**src/rtl/irq_ack_decoder_if.sv**
```systemverilog
// Grant/acknowledge bus between the priority encoder, the interrupt sources and irq_ack_decoder.
interface irq_ack_decoder_if #(
    parameter int unsigned NUM_CH = 27,
    parameter int unsigned ID_W   = 5,
    parameter int unsigned CNT_W  = 16
);
    logic              grant_vld;
    logic [ID_W-1:0]   grant_id;
    logic              grant_rdy;
    logic [NUM_CH-1:0] req;
    logic [NUM_CH-1:0] ack;
    logic              svc_vld;
    logic [ID_W-1:0]   svc_id;
    logic              svc_done;
    logic              err_bad_id;
    logic              err_timeout;
    logic [CNT_W-1:0]  svc_cnt;

    modport master (
        output grant_vld, grant_id, req, svc_done,
        input  grant_rdy, ack, svc_vld, svc_id, err_bad_id, err_timeout, svc_cnt
    );

    modport slave (
        input  grant_vld, grant_id, req, svc_done,
        output grant_rdy, ack, svc_vld, svc_id, err_bad_id, err_timeout, svc_cnt
    );
endinterface

```
**src/rtl/irq_ack_decoder.sv**
```systemverilog
// Acknowledge side of the priority interrupt encoder: latches a granted channel,
// drives a one-hot ack until the handler completes, then waits for the request to drop.
module irq_ack_decoder #(
    parameter int unsigned NUM_CH  = 27,
    parameter int unsigned ID_W    = 5,
    parameter int unsigned DROP_TO = 16,
    parameter int unsigned CNT_W   = 16
) (
    input  logic              clk,
    input  logic              rst_n,
    irq_ack_decoder_if.slave  bus
);
    localparam int unsigned DW = $clog2(DROP_TO);
    localparam logic [DW-1:0] DROP_LAST = DW'(DROP_TO - 1);

    typedef enum logic [1:0] {S_IDLE, S_ACK, S_DROP} state_t;

    state_t           r_state;
    logic [ID_W-1:0]  r_svc_id;
    logic [DW-1:0]    r_drop_cnt;
    logic [CNT_W-1:0] r_svc_cnt;
    logic             r_err_bad_id;
    logic             r_err_timeout;

    state_t           w_state_nxt;
    logic [ID_W-1:0]  w_svc_id_nxt;
    logic [DW-1:0]    w_drop_cnt_nxt;
    logic [CNT_W-1:0] w_svc_cnt_nxt;
    logic             w_err_bad_id_nxt;
    logic             w_err_timeout_nxt;
    logic             w_id_ok;
    logic             w_req_hit;

    assign w_id_ok   = 32'(bus.grant_id) < NUM_CH;
    assign w_req_hit = bus.req[r_svc_id];

    // State and registered side outputs
    always_ff @(posedge clk or negedge rst_n) begin
        if (!rst_n) begin
            r_state       <= S_IDLE;
            r_svc_id      <= '0;
            r_drop_cnt    <= '0;
            r_svc_cnt     <= '0;
            r_err_bad_id  <= 1'b0;
            r_err_timeout <= 1'b0;
        end else begin
            r_state       <= w_state_nxt;
            r_svc_id      <= w_svc_id_nxt;
            r_drop_cnt    <= w_drop_cnt_nxt;
            r_svc_cnt     <= w_svc_cnt_nxt;
            r_err_bad_id  <= w_err_bad_id_nxt;
            r_err_timeout <= w_err_timeout_nxt;
        end
    end

    // Next-state and next-output decode
    always_comb begin
        w_state_nxt       = r_state;
        w_svc_id_nxt      = r_svc_id;
        w_drop_cnt_nxt    = r_drop_cnt;
        w_svc_cnt_nxt     = r_svc_cnt;
        w_err_bad_id_nxt  = 1'b0;
        w_err_timeout_nxt = 1'b0;
        case (r_state)
            S_IDLE: begin
                if (bus.grant_vld) begin
                    if (w_id_ok) begin
                        w_svc_id_nxt = bus.grant_id;
                        w_state_nxt  = S_ACK;
                    end else begin
                        w_err_bad_id_nxt = 1'b1;
                    end
                end
            end
            S_ACK: begin
                if (bus.svc_done) begin
                    w_state_nxt    = S_DROP;
                    w_drop_cnt_nxt = '0;
                    if (r_svc_cnt != '1) w_svc_cnt_nxt = r_svc_cnt + CNT_W'(1);
                end
            end
            S_DROP: begin
                // A drop seen on the limit cycle takes priority over the timeout
                if (!w_req_hit) begin
                    w_state_nxt = S_IDLE;
                end else if (r_drop_cnt == DROP_LAST) begin
                    w_err_timeout_nxt = 1'b1;
                    w_state_nxt       = S_IDLE;
                end else begin
                    w_drop_cnt_nxt = r_drop_cnt + DW'(1);
                end
            end
            default: w_state_nxt = S_IDLE;
        endcase
    end

    // Outputs decoded only from registers so reset clears ack immediately
    assign bus.grant_rdy   = (r_state == S_IDLE);
    assign bus.svc_vld     = (r_state == S_ACK);
    assign bus.ack         = (r_state == S_ACK) ? (NUM_CH'(1) << r_svc_id) : '0;
    assign bus.svc_id      = r_svc_id;
    assign bus.svc_cnt     = r_svc_cnt;
    assign bus.err_bad_id  = r_err_bad_id;
    assign bus.err_timeout = r_err_timeout;
endmodule

```
**src/flat_wrapper.sv**
```systemverilog
// flat-port wrapper written by rule: the top's interface ports become plain ports
module irq_ack_decoder_flat 
#(
    parameter int unsigned NUM_CH  = 27,
    parameter int unsigned ID_W    = 5,
    parameter int unsigned DROP_TO = 16,
    parameter int unsigned CNT_W   = 16
)
  (clk, rst_n, bus_grant_vld, bus_grant_id, bus_req, bus_svc_done, bus_grant_rdy, bus_ack, bus_svc_vld, bus_svc_id, bus_err_bad_id, bus_err_timeout, bus_svc_cnt);
  irq_ack_decoder_if #(.NUM_CH(NUM_CH), .ID_W(ID_W), .CNT_W(CNT_W)) bus_i ();
  input  logic clk;
  input  logic rst_n;
  input wire logic [$bits(bus_i.grant_vld)-1:0] bus_grant_vld;
  input wire logic [$bits(bus_i.grant_id)-1:0] bus_grant_id;
  input wire logic [$bits(bus_i.req)-1:0] bus_req;
  input wire logic [$bits(bus_i.svc_done)-1:0] bus_svc_done;
  output wire logic [$bits(bus_i.grant_rdy)-1:0] bus_grant_rdy;
  output wire logic [$bits(bus_i.ack)-1:0] bus_ack;
  output wire logic [$bits(bus_i.svc_vld)-1:0] bus_svc_vld;
  output wire logic [$bits(bus_i.svc_id)-1:0] bus_svc_id;
  output wire logic [$bits(bus_i.err_bad_id)-1:0] bus_err_bad_id;
  output wire logic [$bits(bus_i.err_timeout)-1:0] bus_err_timeout;
  output wire logic [$bits(bus_i.svc_cnt)-1:0] bus_svc_cnt;
  assign bus_i.grant_vld = bus_grant_vld;
  assign bus_i.grant_id = bus_grant_id;
  assign bus_i.req = bus_req;
  assign bus_i.svc_done = bus_svc_done;
  assign bus_grant_rdy = bus_i.grant_rdy;
  assign bus_ack = bus_i.ack;
  assign bus_svc_vld = bus_i.svc_vld;
  assign bus_svc_id = bus_i.svc_id;
  assign bus_err_bad_id = bus_i.err_bad_id;
  assign bus_err_timeout = bus_i.err_timeout;
  assign bus_svc_cnt = bus_i.svc_cnt;
  irq_ack_decoder #(.NUM_CH(NUM_CH), .ID_W(ID_W), .DROP_TO(DROP_TO), .CNT_W(CNT_W)) u_core (.clk(clk), .rst_n(rst_n), .bus(bus_i));
endmodule
```
**config.mk**
```make
export PLATFORM = sky130hd
export DESIGN_NAME = irq_ack_decoder_flat
export DESIGN_NICKNAME = d
export VERILOG_FILES = /design/src/rtl/irq_ack_decoder_if.sv /design/src/rtl/irq_ack_decoder.sv /design/src/flat_wrapper.sv
export SDC_FILE = /design/constraint.sdc
export NUM_CORES = 1
export LEC_CHECK = 0
export BUFFER_PORTS_ARGS = -buffer_cell sky130_fd_sc_hd__buf_2
export CORE_MARGIN = 1
export CORE_UTILIZATION = 46
export CTS_CLUSTER_SIZE = 16
export DETAILED_ROUTE_END_ITERATION = 8
export PLACE_DENSITY = 0.79
export SLEW_MARGIN = 0
export SYNTH_ARGS = -nofsm -noshare
export SYNTH_HDL_FRONTEND = slang
export SYNTH_SLANG_ARGS = --single-unit
```
**constraint.sdc**
```tcl
create_clock -name clk -period 2.64 [get_ports clk]
set_input_delay 0.528 -clock clk [delete_from_list [all_inputs] [get_ports clk]]
set_output_delay 0.528 -clock clk [all_outputs]
set_load 0.005 [all_outputs]
```
==> reports/results.ini <==
[floorplanning]
std_cell_rows=22
die_height_um=65.4
num_io_pins=88
die_w_um=65.4
initial_core_util_pct=49.0
coreArea_um2=3770
die_area_um2=4280

[sta]
setup_viol=0
fin_skew_ps=7.24
hold_viol=0
fin_crit_ps=2210
fmax_ghz=0.452
setup_tns_ps=0
rsz0062_at_grt=no
fin_ws_ps=428
max_slew_margin_pct=57.9
worst_pin_slew_ps=632
slew_violations=0
finalCritPeriodShare_pct=83.8

[logic_synthesis]
synthMuxAreaShare_pct=11.6
yosys.area_share.adder_pct=1.35
synth.avg_cell_area_um2=9.53
synth-seq-area-share_pct=39.2
synth.distinct_cells=47
ys_async_sr_fraction_pct=100
synth_top_family_by_area=simple AND/OR/NAND/NOR gates
synthFlopType=dfrtp_1
yosysWarnings=0
synthCells=194
synth-compound-area-share_pct=6.63
synth_nets=232
synth_edf_count=0
synth_simple_gate_area_share_pct=30.2
synth_xor_area_share_pct=7.10
ys_ff_latch=29
syn_area_um2=1850

[worst_setup_path]
rrSetupSlack_ps=430
endpoint_kind=flop
arrival_ps=2400
critPathKind=flop to flop
crit_fanout=13
r2r_cells=6
required_ps=2830
setup.worst_path.start_class=flop
r2r_end=u_core.r_drop_cnt[1]$_DFFE_PN0P_
timing.rr.start=u_core.bus.svc_id[0]$_DFFE_PN0P_

[routing]
ant_nets=0
drt_wl_total_um=4410
drt-pass1-iter-count=4
via_count=1748
drtIter0Drc=56
routedWlPerCell_um=13.3
drc=0
viasPerCell=5.28

[flow_run]
cap_violations=0

[clock_network]
cts-root-buf=clkbuf_8
holdBufCountCts=0
cts_buffers=5
clk_latency_ps=270
clockBufferDepth=2
post_cts_resized=0
cts_tree=yes
cts_max_level=2
cts_sinks=29
cts_setup_buffers=0
cts.clk_slew.worst_paths_ps=60

[power_and_ir_drop]
power_mw=1.92
p_leak_nw=1.27
p_per_area_nw_per_um2=808
max-vdd-ir-drop_mv=0.580

[finish]
stdcell_count=331
drive_above_1_share_pct=39.9
final_core_util_pct=63.0
area_growth_syn_to_layout_pct=28.5
multi_input_area_um2=1050
fin_nets=320
fillers=329
seq_area_um2=726
antenna-diode-count=0

[global_route]
grt_start_max_net_pins=30
grt_pass1_vias=1568
met1_usage_pct=26.4
track_usage_pct=22.4
overflow=0
grt.met3_usage_pct=6.25
grt-busiest-layer=met2
use_met2_pct=39.9
antenna_found_initial=0
grt_pass1_wl_um=7160

[placement]
portBuffers=87
globalplace.congestion=0.883
pre_cts_ws_ps=429
hpwl_um=3470
dp_cells=323

[min_path]
hp-class=primary input to async pin

[run_status]
status=completed

## layout make-up
class / instances / share of cell area (%)
inverters: 4 / 0.632
multi-input cells: 154 / 44.3
flip-flops and latches: 29 / 30.5
well taps: 48 / 2.53
clock buffers: 8 / 3.37
repair buffers: 88 / 18.6
## metrics by stage
step / hold WS [ps] / cell area, um2
3_5_place_dp: 493 / 2300
6_report: 267 / 2380
5_1_grt: 316 / 2380
3_3_place_gp: 476 / 2300
2_1_floorplan: 232 / 1850
4_1_cts: 287 / 2380
## worst max-delay path by stage
stage	start	to	slack [ps]	depth (start not counted)
floorplan	u_core.bus.svc_cnt[0]$_DFFE_PN0P_	u_core.bus.svc_cnt[15]$_DFFE_PN0P_	670	7
global placement	u_core.bus.svc_id[0]$_DFFE_PN0P_	u_core.r_drop_cnt[2]$_DFFE_PN0P_	480	5
detailed placement	u_core.bus.svc_id[0]$_DFFE_PN0P_	u_core.r_drop_cnt[1]$_DFFE_PN0P_	430	6
CTS	u_core.bus.svc_id[0]$_DFFE_PN0P_	u_core.r_drop_cnt[1]$_DFFE_PN0P_	410	6
global route	u_core.bus.svc_id[0]$_DFFE_PN0P_	u_core.r_drop_cnt[1]$_DFFE_PN0P_	250	6
finish	u_core.bus.svc_id[0]$_DFFE_PN0P_	u_core.r_drop_cnt[1]$_DFFE_PN0P_	430	6
## synth_stat cells (2+ instances only)
master | number | area (um2)
nor2_1 | 37 | 139
mux2i_1 | 9 | 90.1
a31o_1 | 2 | 17.5
nand3_1 | 10 | 50.1
or2_2 | 2 | 12.5
buf_6 | 2 | 22.5
nand3b_1 | 3 | 22.5
nor4_1 | 2 | 12.5
a21oi_1 | 2 | 10.0
ha_1 | 2 | 25.0
mux2_2 | 7 | 78.8
nor3_1 | 3 | 15.0
and3_1 | 5 | 31.3
nand4_1 | 4 | 25.0
o211ai_1 | 2 | 15.0
xnor2_1 | 7 | 61.3
nand2_1 | 18 | 67.6
dfrtp_1 | 29 | 726
mux4_2 | 2 | 45.0
nand2b_1 | 4 | 25.0
or2b_1 | 2 | 15.0
xor2_1 | 8 | 70.1
inv_1 | 4 | 15.0
buf_2 | 2 | 10.0
and4_1 | 4 | 35.0
## cell usage in the layout (no fill, tap or decap), drive strengths merged, types with 4 or more instances in the layout
master,Yosys,layout
nand3,11,11
nand4,5,5
and3,5,5
nand2b,4,4
buf,5,88
and4,4,4
clkbuf,2,8
xnor2,7,7
nor3,4,4
mux2,7,7
inv,4,4
xor2,8,8
nand3b,4,4
dfrtp,29,29
nor2,37,37
mux2i,9,9
nand2,18,18
## metal layers
metal,vias to the layer above,part of all wire [%]
met5,-,0
met2,74,51
li1,857,-
met3,2,6.6
met4,0,0.18
met1,815,42
## power breakdown
group	internal, mW	leakage (nW)	total [mW]	switching (mW)
registers	0.551	0.377	0.773	0.222
logic	0.403	0.852	0.803	0.400
clock network	0.187	0.0395	0.345	0.158
## critical path, stage by stage, from the launching register on
cell and delay [ps]:
dfrtp_1 640, mux2_2 380, and3_1 170, nor4_1 420, nor2_1 140, nand3_2 160, mux2i_1 210
## logic make-up after synthesis
group	Yosys count
simple gates	106
flops	29
mux	18
xor+xnor	15
compound gates	13
buf+inv	11
fa+ha+maj	2
## state kept, by name (all words and copies together), names as in the netlist
name                    flops
u_core.bus.err_bad_id       1
u_core.bus.err_timeout      1
u_core.bus.svc_cnt         16
u_core.bus.svc_id           5
u_core.r_drop_cnt           4
u_core.r_state              2
Note: power is estimated with default switching activity, not from simulation.
